$ cat config.mk
export PLATFORM = sky130hd
export DESIGN_NAME = lx_bus_requester
export DESIGN_NICKNAME = d
export VERILOG_FILES = /design/src/rtl/lx_bus_requester_pkg.sv /design/src/rtl/lx_line_beat_mux.sv /design/src/rtl/lx_bus_requester.sv
export SDC_FILE = /design/constraint.sdc
export NUM_CORES = 1
export LEC_CHECK = 0
export ABC_AREA = 1
export CORE_MARGIN = 2
export CORE_UTILIZATION = 34
export DETAILED_ROUTE_END_ITERATION = 6
export GPL_TIMING_DRIVEN = 0
export REMOVE_ABC_BUFFERS = 1
export SLEW_MARGIN = 10
export SYNTH_ARGS = -nofsm -noshare
export SYNTH_HDL_FRONTEND = slang
export SYNTH_HIERARCHICAL = 1
export SYNTH_SLANG_ARGS = --single-unit
$ cat constraint.sdc
create_clock -name clock -period 2.3 [get_ports clock]
set_input_delay 0.46 -clock clock [delete_from_list [all_inputs] [get_ports clock]]
set_output_delay 0.46 -clock clock [all_outputs]
set_load 0.01 [all_outputs]
$ cat src/rtl/lx_bus_requester_pkg.sv
// Shared definitions for the Lx bus requester: message encodings, log2 helper and FSM states.
package lx_bus_requester_pkg;

  localparam int unsigned NO_REQ    = 0;
  localparam int unsigned R_REQ     = 1;
  localparam int unsigned WB_REQ    = 2;
  localparam int unsigned MEM_SENT  = 6;
  localparam int unsigned MEM_READY = 7;

  // Ceiling log2; log2(1) == 0.
  function automatic int unsigned log2(input int unsigned value);
    int unsigned v;
    int unsigned r;
    v = value - 1;
    r = 0;
    while (v > 0) begin
      r++;
      v = v >> 1;
    end
    return r;
  endfunction

  typedef enum logic [2:0] {
    IDLE,
    READ,
    WRITE,
    RESP,
    WAIT_CLR
  } state_e;

endpackage

$ cat src/rtl/lx_line_beat_mux.sv
// Line/beat steering: picks one bus-width slice out of a line and merges a beat into a line.
module lx_line_beat_mux
  import lx_bus_requester_pkg::*;
#(
  parameter int unsigned DATA_WIDTH        = 32,
  parameter int unsigned CACHE_OFFSET_BITS = 2,
  parameter int unsigned BUS_OFFSET_BITS   = 1,
  localparam int unsigned CACHE_WIDTH = DATA_WIDTH << CACHE_OFFSET_BITS,
  localparam int unsigned BUS_WIDTH   = DATA_WIDTH << BUS_OFFSET_BITS,
  localparam int unsigned BEATS       = 1 << (CACHE_OFFSET_BITS - BUS_OFFSET_BITS),
  localparam int unsigned BEAT_BITS   = (BEATS > 1) ? log2(BEATS) : 1
) (
  input  logic [CACHE_WIDTH-1:0] line_in,
  input  logic [BEAT_BITS-1:0]   slice_sel,
  output logic [BUS_WIDTH-1:0]   slice_out,
  input  logic [CACHE_WIDTH-1:0] merge_line_in,
  input  logic [BEAT_BITS-1:0]   merge_sel,
  input  logic [BUS_WIDTH-1:0]   merge_data,
  output logic [CACHE_WIDTH-1:0] merged_line
);

  always_comb begin
    slice_out   = '0;
    merged_line = merge_line_in;
    for (int unsigned i = 0; i < BEATS; i++) begin
      if (slice_sel == BEAT_BITS'(i))
        slice_out = line_in[i*BUS_WIDTH +: BUS_WIDTH];
      if (merge_sel == BEAT_BITS'(i))
        merged_line[i*BUS_WIDTH +: BUS_WIDTH] = merge_data;
    end
  end

endmodule

$ cat src/rtl/lx_bus_requester.sv
// Lx bus requester: turns full-line read/writeback requests into BEATS bus beats.
// Optional watchdog/retry enabled by defining LX_BUS_REQ_TIMEOUT_EN (adds TIMEOUT_CYCLES, timeout_error).
module lx_bus_requester
  import lx_bus_requester_pkg::*;
#(
  parameter int unsigned CACHE_OFFSET_BITS = 2,
  parameter int unsigned BUS_OFFSET_BITS   = 1,
  parameter int unsigned DATA_WIDTH        = 32,
  parameter int unsigned ADDRESS_BITS      = 32,
  parameter int unsigned MSG_BITS          = 4,
  parameter int unsigned MAX_OFFSET_BITS   = 3,
`ifdef LX_BUS_REQ_TIMEOUT_EN
  parameter int unsigned TIMEOUT_CYCLES    = 64,
`endif
  localparam int unsigned CACHE_WIDTH = DATA_WIDTH << CACHE_OFFSET_BITS,
  localparam int unsigned BUS_WIDTH   = DATA_WIDTH << BUS_OFFSET_BITS,
  localparam int unsigned OFF_W       = log2(MAX_OFFSET_BITS) + 1
) (
  input  logic                    clock,
  input  logic                    reset,
  input  logic [MSG_BITS-1:0]     cache_msg_in,
  input  logic [ADDRESS_BITS-1:0] cache_address_in,
  input  logic [CACHE_WIDTH-1:0]  cache_data_in,
  output logic [MSG_BITS-1:0]     cache_msg_out,
  output logic [ADDRESS_BITS-1:0] cache_address_out,
  output logic [CACHE_WIDTH-1:0]  cache_data_out,
  output logic [MSG_BITS-1:0]     bus_msg_out,
  output logic [ADDRESS_BITS-1:0] bus_address_out,
  output logic [BUS_WIDTH-1:0]    bus_data_out,
  input  logic [MSG_BITS-1:0]     bus_msg_in,
  input  logic [ADDRESS_BITS-1:0] bus_address_in,
  input  logic [BUS_WIDTH-1:0]    bus_data_in,
  output logic [OFF_W-1:0]        req_offset,
  output logic                    req_ready,
  input  logic [OFF_W-1:0]        active_offset
`ifdef LX_BUS_REQ_TIMEOUT_EN
  ,
  output logic                    timeout_error
`endif
);

  localparam int unsigned BEATS     = 1 << (CACHE_OFFSET_BITS - BUS_OFFSET_BITS);
  localparam int unsigned BEAT_BITS = (BEATS > 1) ? log2(BEATS) : 1;
  localparam logic [BEAT_BITS-1:0]    LAST_BEAT = BEAT_BITS'(BEATS - 1);
  localparam logic [ADDRESS_BITS-1:0] BASE_MASK = ~ADDRESS_BITS'((1 << CACHE_OFFSET_BITS) - 1);

  state_e                  state_q;
  logic [BEAT_BITS-1:0]    beat_q, beat_nxt, slice_sel;
  logic [ADDRESS_BITS-1:0] base_q, base_in, beat_addr;
  logic [CACHE_WIDTH-1:0]  line_q, slice_src, merged_line;
  logic [BUS_WIDTH-1:0]    slice;
  logic                    offset_ok, read_hit, ack_hit, hold;

  function automatic logic [ADDRESS_BITS-1:0] addr_of(input logic [ADDRESS_BITS-1:0] base,
                                                      input logic [BEAT_BITS-1:0] b);
    return base | (ADDRESS_BITS'(b) << BUS_OFFSET_BITS);
  endfunction

  assign req_offset = OFF_W'(CACHE_OFFSET_BITS);

  // Outputs are registered, so the write slice is looked up for the beat being entered.
  always_comb begin
    base_in   = cache_address_in & BASE_MASK;
    beat_nxt  = (beat_q == LAST_BEAT) ? '0 : beat_q + BEAT_BITS'(1);
    beat_addr = addr_of(base_q, beat_q);
    offset_ok = (active_offset == OFF_W'(CACHE_OFFSET_BITS));
    read_hit  = (state_q == READ) && !hold && offset_ok &&
                (bus_msg_in == MSG_BITS'(MEM_SENT)) && (bus_address_in == beat_addr);
    ack_hit   = (state_q == WRITE) && !hold && offset_ok &&
                (bus_msg_in == MSG_BITS'(MEM_READY)) && (bus_address_in == beat_addr);
    slice_src = (state_q == IDLE) ? cache_data_in : line_q;
    slice_sel = ((state_q == IDLE) || hold) ? '0 : beat_nxt;
  end

  lx_line_beat_mux #(
    .DATA_WIDTH       (DATA_WIDTH),
    .CACHE_OFFSET_BITS(CACHE_OFFSET_BITS),
    .BUS_OFFSET_BITS  (BUS_OFFSET_BITS)
  ) u_beat_mux (
    .line_in      (slice_src),
    .slice_sel    (slice_sel),
    .slice_out    (slice),
    .merge_line_in(line_q),
    .merge_sel    (beat_q),
    .merge_data   (bus_data_in),
    .merged_line  (merged_line)
  );

`ifdef LX_BUS_REQ_TIMEOUT_EN
  localparam int unsigned WD_BITS = log2(TIMEOUT_CYCLES) + 1;
  logic               retry_q;
  logic [WD_BITS-1:0] wd_q;
  assign hold = retry_q;
`else
  assign hold = 1'b0;
`endif

  always_ff @(posedge clock or negedge reset) begin
    if (!reset) begin
      state_q           <= IDLE;
      beat_q            <= '0;
      base_q            <= '0;
      line_q            <= '0;
      cache_msg_out     <= '0;
      cache_address_out <= '0;
      cache_data_out    <= '0;
      bus_msg_out       <= '0;
      bus_address_out   <= '0;
      bus_data_out      <= '0;
      req_ready         <= 1'b0;
`ifdef LX_BUS_REQ_TIMEOUT_EN
      retry_q           <= 1'b0;
      wd_q              <= '0;
      timeout_error     <= 1'b0;
`endif
    end else begin
      case (state_q)
        IDLE: begin
          if (cache_msg_in == MSG_BITS'(R_REQ)) begin
            state_q         <= READ;
            base_q          <= base_in;
            line_q          <= '0;
            beat_q          <= '0;
            bus_msg_out     <= MSG_BITS'(R_REQ);
            bus_address_out <= base_in;
            req_ready       <= 1'b1;
          end else if (cache_msg_in == MSG_BITS'(WB_REQ)) begin
            state_q         <= WRITE;
            base_q          <= base_in;
            line_q          <= cache_data_in;
            beat_q          <= '0;
            bus_msg_out     <= MSG_BITS'(WB_REQ);
            bus_address_out <= base_in;
            bus_data_out    <= slice;
            req_ready       <= 1'b1;
          end
        end
        READ: begin
          if (read_hit) begin
            line_q <= merged_line;
            if (beat_q == LAST_BEAT) begin
              state_q           <= RESP;
              beat_q            <= '0;
              cache_msg_out     <= MSG_BITS'(MEM_SENT);
              cache_address_out <= base_q;
              cache_data_out    <= merged_line;
              bus_msg_out       <= MSG_BITS'(NO_REQ);
              bus_address_out   <= '0;
              req_ready         <= 1'b0;
            end else begin
              beat_q <= beat_nxt;
            end
          end
        end
        WRITE: begin
          if (ack_hit) begin
            if (beat_q == LAST_BEAT) begin
              state_q           <= RESP;
              beat_q            <= '0;
              cache_msg_out     <= MSG_BITS'(MEM_READY);
              cache_address_out <= base_q;
              cache_data_out    <= line_q;
              bus_msg_out       <= MSG_BITS'(NO_REQ);
              bus_address_out   <= '0;
              bus_data_out      <= '0;
              req_ready         <= 1'b0;
            end else begin
              beat_q          <= beat_nxt;
              bus_address_out <= addr_of(base_q, beat_nxt);
              bus_data_out    <= slice;
            end
          end
        end
        RESP: begin
          state_q       <= WAIT_CLR;
          cache_msg_out <= MSG_BITS'(NO_REQ);
        end
        WAIT_CLR: begin
          if (cache_msg_in == MSG_BITS'(NO_REQ))
            state_q <= IDLE;
        end
        default: state_q <= IDLE;
      endcase
`ifdef LX_BUS_REQ_TIMEOUT_EN
      // Placed after the case so a timeout or reissue overrides the bus outputs set above.
      timeout_error <= 1'b0;
      if (retry_q) begin
        retry_q         <= 1'b0;
        wd_q            <= '0;
        bus_msg_out     <= (state_q == READ) ? MSG_BITS'(R_REQ) : MSG_BITS'(WB_REQ);
        bus_address_out <= base_q;
        req_ready       <= 1'b1;
        if (state_q == WRITE)
          bus_data_out <= slice;
      end else if (((state_q == READ) || (state_q == WRITE)) && !(read_hit || ack_hit)) begin
        if (wd_q == WD_BITS'(TIMEOUT_CYCLES - 1)) begin
          timeout_error <= 1'b1;
          retry_q       <= 1'b1;
          wd_q          <= '0;
          beat_q        <= '0;
          bus_msg_out   <= MSG_BITS'(NO_REQ);
          req_ready     <= 1'b0;
        end else begin
          wd_q <= wd_q + WD_BITS'(1);
        end
      end else begin
        wd_q <= '0;
      end
`endif
    end
  end

endmodule

==> flow_summary.ini <==
[die]
initial_utilization = 0.343
rows = 98
fp.dieW_um = 272
chipHeight_um = 272
die_area_um2 = 73900
floorplan.core_area_um2 = 71200
top_level_ports = 537

[cts]
insertion_delay_ps = 630
cts_max_level = 2
clkSlewWorstSetupHoldPaths_ps = 60
cts.path.max_buffers = 3
clock_tree_from_tritoncts = done
numCtsBuffers = 54
cts_root_buffer = sky130_fd_sc_hd__clkbuf_16
clkSinkCount = 420

[yosys]
netlist-cell-type-count = 27
synth_top_family_by_area = simple AND/OR/NAND/NOR gates
synth_enable_flop_cells = 0
synthesized_instance_count = 3682
syn_avg_cell_area_um2 = 6.63
synth-compound-area-share = 0.133
postSynth.asyncResetShare = 1.00
yosys-mux-area-fraction = 0
top_flip_flop_cell_by_instance_count_after_synthesis = sky130_fd_sc_hd__dfrtp_1
yosys.area_share.adder = 0
fraction_of_the_yosys_area_taken_by_sequential_cells = 0.431
synth-warning-count = 6
post_synth_and_or_nand_nor_area_fraction = 0.329
yosys.area.top_type_share = 0.431
library_cell_with_the_largest_summed_area_after_synthesis = sky130_fd_sc_hd__dfrtp_1
synthTopCellsByArea = sky130_fd_sc_hd__dfrtp_1 (43%), sky130_fd_sc_hd__nand2_1 (27%), sky130_fd_sc_hd__o21ai_0 (12%), sky130_fd_sc_hd__nand3_1 (5.3%), sky130_fd_sc_hd__inv_1 (4.5%)
postSynthRegisterBits = 420
yosys.area_share.xor_xnor = 0.00323
syn-cell-area_um2 = 24400

[layout]
final_util = 0.531
layout_common_cells = sky130_fd_sc_hd__nand2_1 (1559), sky130_fd_sc_hd__clkdlybuf4s50_1 (524), sky130_fd_sc_hd__o21ai_0 (482)
post_route_cells_drive_above_1_share = 0.154
stdcell_count = 5298
multi_input_comb_area_um2 = 12800
final_area_um2 = 37800
mostFrequentLayoutCell = sky130_fd_sc_hd__nand2_1
fillerInstances = 6777
num-nets-final = 4564
seq_area_um2 = 10500
flow.area_growth_from_synthesis_pct = 54.9

[worst_setup_path]
setup.reg_to_reg.worst_slack_ps = -160
worst_path_arrival_ps = 3020
worstSetupPathType = reg -> reg
critPathSlowestCell = sky130_fd_sc_hd__dfrtp_1
path_buf_inv = 7
cpPeakStageDelay_ps = 400
path_cells = inv_1 -> nand2_1 -> nand2_1 -> inv_1 -> nand2_1 -> nor2_2 -> nand2_1 -> nor2_4 -> nand3_4 -> a21oi_4 -> buf_12 -> buf_12 -> buf_16 -> buf_16 -> clkbuf_16 -> nand2_4 -> o21ai_1
cp_common_cell = sky130_fd_sc_hd__nand2_1
timing.critical_path.fanout_max = 6
start_kind = register
critPathCaptureType = register
critical_path.reg2reg.endpoint = line_q[72]$_DFFE_PN0P_
worstRegToRegCells = 17
worst_path_dominant_cell_family = buffers and inverters
timing.critical_path.required_ps = 2850
timing.rr.start = base_q[8]$_DFFE_PN0P_

[detailed_routing]
drt_iter0_drc = 3010
drt-pass1-iter-count = 6
detailroute.via_count = 28100
vias_per_cell = 5.30
postRouteAntennaNets = 0
detail_route.wl_per_cell_um = 23.1
route.detailed.drc = 0
total_detailed_routing_wirelength_um = 122000

[sta]
worst_clock_skew_ps = 28.8
final_max_slew_viol_count = 0
finalCritPeriodShare = 1.07
finalSetupViolations = 268
worst_pin_slew_ps = 807
timing.max_slew.rel_slack = 0.460
setup_tns_ps = -21300
final_period_minus_worst_setup_slack_ps = 2460
final-hold-violation-count = 0
fmax_mhz = 406
rsz0062_at_grt = true
setup_slack_ps = -162

[place]
placedInstanceArea_um2 = 31100
dp_hpwl_um = 59800
number_of_instances_in_the_placed_design = 4958
placement.io_buffers = 525
gpl.final_weighted_congestion = 0.823

[global_routing]
grt_util_all_layers = 0.289
grt_antenna_before_repair = 22
pin_count_of_the_biggest_net_entering_global_routing = 101
grt-ovfl-total = 0
grt_pass1_wl_um = 162000
grt_pass1_vias = 24800

[power]
static-leakage-power_nw = 18.2
peakVddDrop_v = 0.000714
total_power_w = 0.0627
pwr_cell_area_nw_per_um2 = 1660

[run_status]
failed_checks = negative setup slack
run_status = finished, violations left

[min_path]
hold_class = in -> async

[job]
drv.max_cap_violation_count = 0
==> cells by family (layout without fill, tap and decap cells) <==
group	count (synthesis)	in the layout
and+or+nand+nor	2041	2052
buffers and inverters	566	1204
AOI/OAI and AO/OA	644	645
other	2	18
DFF	420	420
xor gates and xnor gates	9	9
==> synth_stat cells, types with 4 or more instances <==
master / n
sky130_fd_sc_hd__nor2_1: 20
sky130_fd_sc_hd__nand4_1: 5
sky130_fd_sc_hd__buf_2: 81
sky130_fd_sc_hd__o21ai_0: 573
sky130_fd_sc_hd__o21ai_1: 45
sky130_fd_sc_hd__dfrtp_1: 420
sky130_fd_sc_hd__nor2_2: 4
sky130_fd_sc_hd__inv_2: 6
sky130_fd_sc_hd__inv_1: 290
sky130_fd_sc_hd__buf_1: 11
sky130_fd_sc_hd__xnor2_1: 9
sky130_fd_sc_hd__nand3_1: 260
sky130_fd_sc_hd__nand2_1: 1743
sky130_fd_sc_hd__clkbuf_1: 128
sky130_fd_sc_hd__o22ai_1: 21
sky130_fd_sc_hd__buf_6: 29
sky130_fd_sc_hd__buf_4: 20
==> layout make-up <==
class	count	area share
Tap cell	950	0.0314
Clock buffer	78	0.0418
Sequential cell	420	0.278
Timing Repair Buffer	802	0.271
Clock inverter	22	0.00559
Multi-Input combinational cell	2715	0.338
Inverter	297	0.0321
Antenna cell	9	0.000596
Timing Repair inverter	5	0.00113
==> worst max path at each step <==
stage / from / end / slack, ps / cells after the start
detailed placement: state_q[2]$_DFFE_PN0P_ / cache_data_out[15]$_DFFE_PN0P_ / -3220 / 16
global placement: state_q[2]$_DFFE_PN0P_ / cache_data_out[75]$_DFFE_PN0P_ / -25830 / 10
global route: base_q[8]$_DFFE_PN0P_ / line_q[72]$_DFFE_PN0P_ / -250 / 17
finish: base_q[8]$_DFFE_PN0P_ / line_q[72]$_DFFE_PN0P_ / -160 / 17
CTS: state_q[1]$_DFFE_PN0P_ / cache_address_out[12]$_DFFE_PN0P_ / -190 / 17
floorplan: cache_msg_in[3] / line_q[0]$_DFFE_PN0P_ / -9820 / 8
==> registers in the layout, summed over array words and instances (netlist names) <==
| register | flops |
|---|---|
| cache_msg_out | 2 |
| state_q | 3 |
| bus_data_out | 64 |
| line_q | 128 |
| bus_msg_out | 2 |
| beat_q | 1 |
| base_q | 30 |
| bus_address_out | 31 |
| cache_data_out | 128 |
| req_ready | 1 |
| cache_address_out | 30 |
==> through the flow <==
| stage | setup slack (ps) | hold WS, ps |
|---|---|---|
| floorplan | -9820 | 164 |
| global placement | -25830 | 452 |
| detailed placement | -3220 | 457 |
| CTS | -193 | 399 |
| global route | -249 | 446 |
| finish | -162 | 403 |
==> worst reg2reg max path, cell delays in order (launching register included) <==
cell,delay (ps)
sky130_fd_sc_hd__dfrtp_1,400
sky130_fd_sc_hd__inv_1,80
sky130_fd_sc_hd__nand2_1,120
sky130_fd_sc_hd__nand2_1,90
sky130_fd_sc_hd__inv_1,90
sky130_fd_sc_hd__nand2_1,70
sky130_fd_sc_hd__nor2_2,120
sky130_fd_sc_hd__nand2_1,90
sky130_fd_sc_hd__nor2_4,160
sky130_fd_sc_hd__nand3_4,150
sky130_fd_sc_hd__a21oi_4,200
sky130_fd_sc_hd__buf_12,160
sky130_fd_sc_hd__buf_12,120
sky130_fd_sc_hd__buf_16,130
sky130_fd_sc_hd__buf_16,150
sky130_fd_sc_hd__clkbuf_16,180
sky130_fd_sc_hd__nand2_4,50
sky130_fd_sc_hd__o21ai_1,70
==> where the power goes <==
group	switching [W]	total [W]	internal, W	leakage, nW
registers	0.00209	0.0128	0.0107	5.35
clock network	0.00368	0.00879	0.00510	0.900
logic	0.0236	0.0411	0.0176	12.0
total	0.0293	0.0627	0.0334	18.2
==> routing by layer <==
layer / GRT usage / part of all wire
met5: 0 / 0.0013
met4: 0.105 / 0.044
met3: 0.0637 / 0.10
met2: 0.463 / 0.46
met1: 0.383 / 0.39
==> what timing repair did <==
action,4_1_cts,5_1_grt
gates resized for setup,123,419
pin swaps,38,42
hold buffers,1,0
hold endpoints to repair,60,0
setup endpoints to repair,389,387
gates cloned,44,55
buffers inserted,69,75
No activity file was read; power rests on OpenSTA's default activity.
